### src/rtl/rvx_uart_debug_bridge.sv
// UART-to-bus debug bridge: decodes 8N1 read/write command frames from a host and
// issues single RVX bus requests, replying with ACK (+read data) or NAK.
module rvx_uart_debug_bridge #(
   parameter int unsigned CLOCKS_PER_BAUD = 868,
   parameter int unsigned TIMEOUT_CYCLES  = 1024
) (
   input  logic        clock,
   input  logic        reset_n,
   input  logic        uart_rx,
   output logic        uart_tx,
   output logic [31:0] rw_address,
   output logic [31:0] write_data,
   output logic [3:0]  write_strobe,
   output logic        write_request,
   input  logic        write_response,
   output logic        read_request,
   input  logic [31:0] read_data,
   input  logic        read_response,
   output logic        busy
);

   localparam int unsigned BW = $clog2(CLOCKS_PER_BAUD);
   localparam int unsigned TW = $clog2(TIMEOUT_CYCLES);
   localparam logic [BW-1:0] BAUD_LAST = BW'(CLOCKS_PER_BAUD - 1);
   localparam logic [BW-1:0] HALF_LAST = BW'(CLOCKS_PER_BAUD / 2 - 1);
   // The request cycle itself counts toward the timeout budget.
   localparam logic [TW-1:0] TMO_LAST  = TW'(TIMEOUT_CYCLES - 2);
   localparam logic [7:0] CMD_READ  = 8'h52;
   localparam logic [7:0] CMD_WRITE = 8'h57;
   localparam logic [7:0] ACK       = 8'h06;
   localparam logic [7:0] NAK       = 8'h15;

   typedef enum logic [1:0] {RxIdle, RxStart, RxData, RxStop} rx_state_t;
   typedef enum logic [2:0] {StCmd, StAddr, StData, StReq, StWait, StReply} state_t;

   logic          rx_meta, rx_sync, rx_prev;
   rx_state_t     rx_state;
   logic [BW-1:0] rx_cnt;
   logic [2:0]    rx_bit;
   logic [7:0]    rx_shift;
   logic          rx_valid, rx_error;

   state_t        state;
   logic          is_write;
   logic [1:0]    byte_cnt;
   logic [TW-1:0] tmo_cnt;
   logic [BW-1:0] tx_cnt;
   logic [3:0]    tx_bit;
   logic [39:0]   reply_sr;
   logic [2:0]    reply_left;
   logic          response_hit;

   assign response_hit = is_write ? write_response : read_response;

   always_ff @(posedge clock or negedge reset_n) begin
      if (!reset_n) begin
         {rx_meta, rx_sync, rx_prev} <= 3'b111;
      end else begin
         {rx_meta, rx_sync, rx_prev} <= {uart_rx, rx_meta, rx_sync};
      end
   end

   always_ff @(posedge clock or negedge reset_n) begin
      if (!reset_n) begin
         rx_state <= RxIdle;
         rx_cnt   <= '0;
         rx_bit   <= '0;
         rx_shift <= '0;
         rx_valid <= 1'b0;
         rx_error <= 1'b0;
      end else begin
         rx_valid <= 1'b0;
         rx_error <= 1'b0;
         case (rx_state)
            RxIdle: begin
               if (rx_prev && !rx_sync) begin
                  rx_state <= RxStart;
                  rx_cnt   <= '0;
               end
            end
            RxStart: begin
               if (rx_cnt == HALF_LAST) begin
                  rx_cnt   <= '0;
                  rx_bit   <= '0;
                  // Line back high at mid start bit: treat as a glitch.
                  rx_state <= rx_sync ? RxIdle : RxData;
               end else begin
                  rx_cnt <= rx_cnt + BW'(1);
               end
            end
            RxData: begin
               if (rx_cnt == BAUD_LAST) begin
                  rx_cnt   <= '0;
                  rx_shift <= {rx_sync, rx_shift[7:1]};
                  rx_bit   <= rx_bit + 3'd1;
                  if (rx_bit == 3'd7) rx_state <= RxStop;
               end else begin
                  rx_cnt <= rx_cnt + BW'(1);
               end
            end
            RxStop: begin
               if (rx_cnt == BAUD_LAST) begin
                  rx_cnt   <= '0;
                  rx_state <= RxIdle;
                  rx_valid <= rx_sync;
                  rx_error <= !rx_sync;
               end else begin
                  rx_cnt <= rx_cnt + BW'(1);
               end
            end
            default: rx_state <= RxIdle;
         endcase
      end
   end

   always_ff @(posedge clock or negedge reset_n) begin
      if (!reset_n) begin
         state         <= StCmd;
         is_write      <= 1'b0;
         byte_cnt      <= '0;
         tmo_cnt       <= '0;
         tx_cnt        <= '0;
         tx_bit        <= '0;
         reply_sr      <= '0;
         reply_left    <= '0;
         uart_tx       <= 1'b1;
         busy          <= 1'b0;
         rw_address    <= '0;
         write_data    <= '0;
         write_strobe  <= '0;
         write_request <= 1'b0;
         read_request  <= 1'b0;
      end else begin
         read_request  <= 1'b0;
         write_request <= 1'b0;
         write_strobe  <= 4'h0;
         case (state)
            StCmd: begin
               if (rx_valid) begin
                  if (rx_shift == CMD_READ || rx_shift == CMD_WRITE) begin
                     is_write <= (rx_shift == CMD_WRITE);
                     byte_cnt <= '0;
                     busy     <= 1'b1;
                     state    <= StAddr;
                  end else begin
                     reply_sr   <= {32'h0, NAK};
                     reply_left <= 3'd1;
                     tx_cnt     <= '0;
                     tx_bit     <= '0;
                     uart_tx    <= 1'b0;
                     state      <= StReply;
                  end
               end
            end
            StAddr: begin
               if (rx_error) begin
                  busy  <= 1'b0;
                  state <= StCmd;
               end else if (rx_valid) begin
                  rw_address[8*byte_cnt +: 8] <= rx_shift;
                  byte_cnt <= byte_cnt + 2'd1;
                  if (byte_cnt == 2'd3) begin
                     if (is_write) begin
                        state <= StData;
                     end else begin
                        read_request <= 1'b1;
                        state        <= StReq;
                     end
                  end
               end
            end
            StData: begin
               if (rx_error) begin
                  busy  <= 1'b0;
                  state <= StCmd;
               end else if (rx_valid) begin
                  write_data[8*byte_cnt +: 8] <= rx_shift;
                  byte_cnt <= byte_cnt + 2'd1;
                  if (byte_cnt == 2'd3) begin
                     write_request <= 1'b1;
                     write_strobe  <= 4'hF;
                     state         <= StReq;
                  end
               end
            end
            StReq: begin
               tmo_cnt <= '0;
               state   <= StWait;
            end
            StWait: begin
               // A response in the timeout cycle still wins.
               if (response_hit) begin
                  reply_sr   <= is_write ? {32'h0, ACK} : {read_data, ACK};
                  reply_left <= is_write ? 3'd1 : 3'd5;
                  tx_cnt     <= '0;
                  tx_bit     <= '0;
                  uart_tx    <= 1'b0;
                  state      <= StReply;
               end else if (tmo_cnt == TMO_LAST) begin
                  reply_sr   <= {32'h0, NAK};
                  reply_left <= 3'd1;
                  tx_cnt     <= '0;
                  tx_bit     <= '0;
                  uart_tx    <= 1'b0;
                  state      <= StReply;
               end else begin
                  tmo_cnt <= tmo_cnt + TW'(1);
               end
            end
            StReply: begin
               if (tx_cnt != BAUD_LAST) begin
                  tx_cnt <= tx_cnt + BW'(1);
               end else begin
                  tx_cnt <= '0;
                  if (tx_bit == 4'd9) begin
                     if (reply_left == 3'd1) begin
                        uart_tx <= 1'b1;
                        busy    <= 1'b0;
                        state   <= StCmd;
                     end else begin
                        // Next start bit follows the stop bit with no idle gap.
                        reply_left <= reply_left - 3'd1;
                        reply_sr   <= {8'h00, reply_sr[39:8]};
                        tx_bit     <= '0;
                        uart_tx    <= 1'b0;
                     end
                  end else begin
                     tx_bit  <= tx_bit + 4'd1;
                     uart_tx <= (tx_bit == 4'd8) ? 1'b1 : reply_sr[tx_bit[2:0]];
                  end
               end
            end
            default: state <= StCmd;
         endcase
      end
   end

endmodule
### config.mk
export PLATFORM = sky130hd
export DESIGN_NAME = rvx_uart_debug_bridge
export DESIGN_NICKNAME = d
export VERILOG_FILES = /design/src/rtl/rvx_uart_debug_bridge.sv
export SDC_FILE = /design/constraint.sdc
export NUM_CORES = 1
export LEC_CHECK = 0
export ABC_AREA = 1
export CAP_MARGIN = 0
export CORE_ASPECT_RATIO = 0.6
export CORE_MARGIN = 2
export CORE_UTILIZATION = 56
export DETAILED_ROUTE_END_ITERATION = 16
export GPL_TIMING_DRIVEN = 0
export PLACE_DENSITY_LB_ADDON = 0.25
export SETUP_SLACK_MARGIN = 0.05
export SLEW_MARGIN = 10
export SYNTH_ARGS = -nofsm -noshare
export SYNTH_HDL_FRONTEND = slang
export SYNTH_SLANG_ARGS = --single-unit
### constraint.sdc
create_clock -name clock -period 2.7 [get_ports clock]
set_input_delay 0.27 -clock clock [delete_from_list [all_inputs] [get_ports clock]]
set_output_delay 0.27 -clock clock [all_outputs]
set_load 0.02 [all_outputs]
==> results of run 1 <==
[flip-flops by register name (all words and copies together) (netlist names), 2 cells and up, named ones only]
name        cells
tx_cnt         10
rw_address     32
rx_cnt         10
state           3
reply_sr       40
write_data     32
rx_bit          3
tmo_cnt        10
rx_shift        8
tx_bit          4
reply_left      3
byte_cnt        2
[Yosys cell counts]
| library cell | n |
|---|---|
| clkinv_1 | 5 |
| buf_2 | 9 |
| o31ai_1 | 1 |
| buf_4 | 7 |
| nor3_1 | 16 |
| nor2_2 | 5 |
| nand3b_1 | 5 |
| dfrtp_1 | 165 |
| nand2_4 | 3 |
| or2_2 | 1 |
| nand3_1 | 77 |
| o21bai_1 | 2 |
| nand2_2 | 3 |
| o211ai_1 | 1 |
| clkbuf_1 | 9 |
| dfstp_2 | 4 |
| inv_2 | 5 |
| nand4_1 | 17 |
| nand3_2 | 1 |
| o22ai_1 | 2 |
| o21ai_0 | 69 |
| a21oi_1 | 6 |
| xnor2_1 | 4 |
| buf_6 | 5 |
| a22o_1 | 1 |
| nor2_8 | 1 |
| xor2_1 | 9 |
| nor2_1 | 87 |
| nor4_1 | 1 |
| inv_1 | 90 |
| nand2_1 | 412 |
| ha_1 | 17 |
| mux2_2 | 24 |
[stage by stage]
| stage | utilization | cells | worst slack, ns |
|---|---|---|---|
| finish | 0.716 | 1404 | 0.401 |
| global placement | 0.669 | 1370 | -5.42 |
| global route | 0.716 | 1404 | 0.133 |
| floorplan | - | 1064 | 0.728 |
| detailed placement | 0.671 | 1371 | 0.289 |
| CTS | 0.716 | 1404 | 0.286 |
[worst max path at each step]
stage               slack, ns   startpoint              to  cells past startpoint
floorplan                0.73  byte_cnt[0]  rw_address[16]                      8
global placement        -5.42      reset_n       tx_bit[1]                      1
detailed placement       0.29  byte_cnt[0]   write_data[6]                      8
CTS                      0.29  byte_cnt[0]   write_data[6]                      8
global route             0.13  byte_cnt[0]   write_data[6]                      8
finish                   0.40  byte_cnt[0]   write_data[6]                      8
[final cells by class]
type                       count  area [µm²]  share of cell area
sequential                   169        4230               0.405
multi-input combinational    765        3630               0.348
timing repair buffer         110        1120               0.108
clock buffer                  17         425              0.0407
inverter                     100         375              0.0359
tap                          198         248              0.0237
clock inverter                15         218              0.0208
buffer                        30         189              0.0181
[layer usage]
layer  GRT usage  wire, µm  vias up  share of wire
met1       0.439     10300     3583           0.49
met5           0         0        -              0
li1            -         -     3621              -
met4      0.0715       319        0          0.015
met3      0.0581      1680       36          0.079
met2       0.396      8860      297           0.42
[logic make-up after synthesis]
family | after synthesis
and+or+nand+nor | 629
AOI/OAI and AO/OA | 82
adders and majority gates | 17
xor gates and xnor gates | 13
DFF | 169
muxes | 24
buffers and inverters | 130
[timing repair]
| action | CTS | global route |
|---|---|---|
| hold endpoints to repair | 102 | 0 |
| setup endpoints to repair | 0 | 22 |
| hold buffers | 1 | 0 |
| gates resized for setup | 0 | 2 |
[power by group through the flow]
stage / Sequential, µW / Clock [µW] / Combinational, µW
2_1_floorplan: 2630 / 0 / 134
3_3_place_gp: 2640 / 0 / 273
3_5_place_dp: 2640 / 0 / 285
4_1_cts: 2590 / 2600 / 291
5_1_grt: 2600 / 2710 / 325
6_report: 2590 / 2580 / 289
==> summary.md, run 1 <==
| Metric | Value |
|---|---|
| Status | finished, final reports clean |
| Final cycle utilization of the critical path | 0.852 |
| Dominant cells by area after synthesis | dfrtp_1, nand2_1, nand3_1 |
| Gpl congestion | 0.910 |
| Synth Warn # | 0 |
| F_max | ~430 MHz |
| Design area | 10,400 µm² |
| CORE AREA | 14,600 µm² |
| Clock Latency Late Sink | 0.44 ns |
| Post-DP HPWL | 15.1 mm |
| Remaining Overflow, GRT | 0 |
| Max incr delay on CP | 0.45 ns |
| Placed inst area | 9790 µm² |
| Layout cells sized above 1 | 0.0854 |
| Reg2Reg Launch Point | byte_cnt[0] |
| Worst-path maximum fanout | 10 |
| CP Capture Type | flop |
| Post-synthesis simple-gate area fraction | 0.309 |
| Clock Skew | 0.0182 ns |
| Vias | 7,537 |
| Final hold slack | roughly 0.26 ns |
| Final hold vios | 0 |
| Sum of negative setup slack | 0 ns |
| R2R Path End | write_data[6] |
| Power after layout | ~5500 µW |
| WL final | 21.2 mm |
| Commonest non-fill, non-tap cell in the layout | nand2_1 |
| Die ar. | around 16,000 µm² |
| Rows | 34 |
| Comb power frac | 0.053 |
| Die height | between 90 and 100 µm |
| Critical path buffers and inverters | 4 |
| CTS clock-pin slew for the worst setup and hold paths | 0.08 ns |
| CP delay by family, top | buffers and inverters |
| Wire length per cell | between 15 and 20 µm |
| Avg Inst Size Synth | between 7 and 8 µm² |
| DR pass1 iterations | 7 |
| Final Max Tran Viols | 0 |
| First-pass GRT wire length | roughly 36 mm |
| Fill cells | 1,120 |
| Most common cell on crit path | inv_1 |
| Post-synth top area cell | dfrtp_1 |
| Worst EP required | 3.06 ns |
| Starting density of the core | 0.578 |
| CP Class | flop to flop |
| Initial antenna violation count | 0 |
| Cell area after synthesis | 8430 µm² |
| Post-synth top area share | 0.490 |
| Vias per cell | 5.37 |
| Max transition margin | 0.475 |
| Unique masters post-synth | 33 |
| Clk pwr share | 0.473 |
| Nets | 1,247 |
| Leakage power | 0.00535 µW |
| Layout area overhead | 23.9% |
| Worst r2r path cells | 8 |
| Critical-path cell list | clkbuf_2, inv_1, ha_1, nor3_1, inv_1, nor2_1, inv_1, o21ai_0 |
| Synth Area in Compound Gates | 0.0506 |
| Sequential share of power | 0.475 |
| Die Span X | 162 µm |
| Slowest cell on the critical path | dfrtp_1 |
| Min-delay worst type | input port to flop |
| Power Internal | 4020 µW |
| Antenna Nets Post-Route | 0 |
| Worst path arrival time | ~2.7 ns |
| Slack of the worst reg-to-reg path | about 0.40 ns |
| Num CTS Buffers | 17 |
| Max capacitance violation total | 0 |
| Largest net degree at the start of global routing | ~110 |
| Gate Count Post-Synth | 1,064 |
| Most frequent cells in the layout | nand2_1, dfrtp_1, clkdlybuf4s50_1, inv_1, nor2_1 |
| Pwr Density | 523 nW/µm² |
| Tmin final | 2.30 ns |
| Switching power | approximately 1400 µW |
| Final setup viols | 0 |
| VDD IR max | a little under 400 µV |
| GRT Util Overall | 0.280 |
| Switch share | 0.264 |
| Hold Startpoint | uart_rx |
| RSZ-0062 raised after global routing | no |
| Clock tree sinks | 169 |
| Synth Register Bits | 169 |
| CTS tree | built |
| I/O pins | between 100 and 150 |
| Hold EP | rx_meta |
| Antenna Diode Count | 0 |
| Drt drc | 0 |
| Net Count, Synth | between 1,000 and 1,500 |
| DRT iter0 DRCs | approximately 600 |
| Vias in the first global route | 7,247 |
| Slew @ Worst Pin | between 0.7 and 0.8 ns |
| Adder-cell share of the synthesized area | 0.0252 |
| H-tree Lvls | 4 |
| Post-CTS Setup Bufs | 0 |
| Largest family of logic cells by synthesized area | simple AND/OR/NAND/NOR gates |
| Multiplexer share of the synthesized area | 0.0321 |
| PortBufs | 108 |
| WHS Path Cells | 1 |
| XOR/XNOR share of the synthesized area | 0.0135 |
| Longest Clk Path Bufs | 2 |
| Clk root buf | clkbuf_16 |
| Register area share after synthesis | 0.502 |
| CP Launch Type | flop |
No activity file was read; power rests on OpenSTA's default activity.
==> run 2: changes to the inputs <==
--- a/config.mk
+++ b/config.mk
@@ -9,8 +9,9 @@
 export CAP_MARGIN = 0
 export CORE_ASPECT_RATIO = 0.6
 export CORE_MARGIN = 2
-export CORE_UTILIZATION = 56
+export CORE_UTILIZATION = 60
 export DETAILED_ROUTE_END_ITERATION = 16
+export DONT_BUFFER_PORTS = 1
 export GPL_TIMING_DRIVEN = 0
 export PLACE_DENSITY_LB_ADDON = 0.25
 export SETUP_SLACK_MARGIN = 0.05
==> summary.md, run 2 (synthesized netlist as in run 1, its figures left out) <==
| Metric | Value |
|---|---|
| Critical-path cell list | clkbuf_1, inv_1, ha_1, nor3_1, inv_1, nor2_1, inv_1, o21ai_0 |
| Final setup viols | 0 |
| Vias per cell | 5.42 |
| Clock Latency Late Sink | between 0.4 and 0.5 ns |
| DR pass1 iterations | 5 |
| Clk root buf | clkbuf_16 |
| F_max | a little over 400 MHz |
| RSZ-0062 raised after global routing | no |
| Die ar. | 15,000 µm² |
| Max transition margin | 0.572 |
| Final hold slack | -0.486 ns |
| Slowest cell on the critical path | dfrtp_1 |
| Starting density of the core | 0.615 |
| CORE AREA | 13,700 µm² |
| Fill cells | ~1,100 |
| GRT Util Overall | 0.285 |
| Largest net degree at the start of global routing | between 150 and 200 |
| Drt drc | 0 |
| H-tree Lvls | 4 |
| Layout area overhead | 11.0% |
| Nets | 1,146 |
| Final Max Tran Viols | 0 |
| Max capacitance violation total | 0 |
| PortBufs | 0 |
| Sum of negative setup slack | 0 ns |
| Vias | 7,024 |
| CP Capture Type | flop |
| First-pass GRT wire length | 33.2 mm |
| Die height | 95.8 µm |
| Post-CTS Setup Bufs | 0 |
| CP Class | flop to flop |
| VDD IR max | 365 µV |
| Post-CTS resize count | 0 |
| Antenna Nets Post-Route | 0 |
| Clock Skew | about 0.014 ns |
| CP Launch Type | flop |
| Initial antenna violation count | 0 |
| WL final | roughly 20 mm |
| Die Span X | 157 µm |
| Failing checks | hold timing |
| Rows | 33 |
| Worst-path maximum fanout | 10 |
| Clock tree sinks | around 170 |
| Wire length per cell | 15.4 µm |
| Layout cells sized above 1 | 0.0905 |
| Worst EP required | 3.05 ns |
| CP delay by family, top | buffers and inverters |
| Max incr delay on CP | 0.44 ns |
| Slew @ Worst Pin | 0.640 ns |
| Vias in the first global route | 6,458 |
| Tmin final | 2.42 ns |
| Pwr Density | 560 nW/µm² |
| CTS clock-pin slew for the worst setup and hold paths | 0.08 ns |
| Final hold vios | 169 |
| Biggest regs | reply_sr x40, rw_address x32, write_data x32 |
| Post-DP HPWL | 13.8 mm |
| Max reg flops | 40 |
| Longest Clk Path Bufs | 2 |
| Num CTS Buffers | 17 |
| Critical path buffers and inverters | 4 |
| Leakage power | between 0.004 and 0.005 µW |
| Register name with the most flops | reply_sr |
| Hold buffers post-CTS | 9 |
| Most common cell on crit path | inv_1 |
| Gpl congestion | approximately 0.89 |
| Antenna Diode Count | 0 |
| Worst path arrival time | 2.77 ns |
| Status | finished with violations |
| DRT iter0 DRCs | 541 |
| Worst r2r path cells | 8 |
| Levels on crit path | 8 |
| Min-delay worst type | input port to async pin |
| Remaining Overflow, GRT | 0 |
| Commonest non-fill, non-tap cell in the layout | nand2_1 |
| Most frequent cells in the layout | nand2_1, dfrtp_1, inv_1, nor2_1, nand3_1 |
| I/O pins | 109 |
| Final cycle utilization of the critical path | 0.895 |
| CTS tree | built |
| Final core occ | 0.683 |
## run 2: path summary, 6_finish.rpt
check	start	end	slack, ns
hold reg to reg	rx_meta	rx_sync	0.36
max in group asynchronous	reset_n	uart_tx	2.91
setup reg to reg	byte_cnt[0]	write_data[2]	0.28
setup / recovery	byte_cnt[0]	write_data[2]	0.28
hold / removal	reset_n	rw_address[23]	-0.49
min in group clock	read_data[20]	reply_sr[28]	0.07
## run 2: layout make-up
| cell class | count | area (µm²) | area share |
|---|---|---|---|
| sequential | 169 | 4230 | 0.452 |
| multi-input combinational | 765 | 3630 | 0.388 |
| clock buffer | 17 | 425 | 0.0455 |
| inverter | 100 | 375 | 0.0401 |
| tap | 192 | 240 | 0.0257 |
| buffer | 30 | 188 | 0.0201 |
| clock inverter | 15 | 173 | 0.0185 |
| timing repair buffer | 9 | 90.1 | 0.00963 |
## run 2: worst reg2reg max path: stages (launching register included)
cell and delay [ns]:
dfrtp_1 0.44, clkbuf_1 0.35, inv_1 0.17, ha_1 0.44, nor3_1 0.37, inv_1 0.17, nor2_1 0.17, inv_1 0.07
o21ai_0 0.15
## run 2: metal layers
metal	GRT usage	share of wire	routed length (µm)
met1	0.438	0.49	9740
met2	0.391	0.41	8130
met3	0.0923	0.096	1910
met4	0.0629	0.0081	161
met5	0	0	0
## run 2: per-stage QoR
stage	setup WS [ns]	hold WS [ns]	std cells	area [µm²]	total power (µW)
after floorplan	0.728	-0.0256	1064	8430	2770
after global placement	0.348	-0.0220	1256	8670	2820
after detailed placement	0.337	-0.0231	1256	8670	2820
after CTS	0.337	-0.497	1297	9360	5270
after global routing	0.0585	-0.500	1297	9360	5410
final	0.285	-0.486	1297	9360	5240
## run 2: report_power, final
part           leakage, µW  internal (µW)  switching (µW)
Clock             0.000295           1260            1200
Sequential         0.00229           2560            32.9
Combinational      0.00238           59.7             137
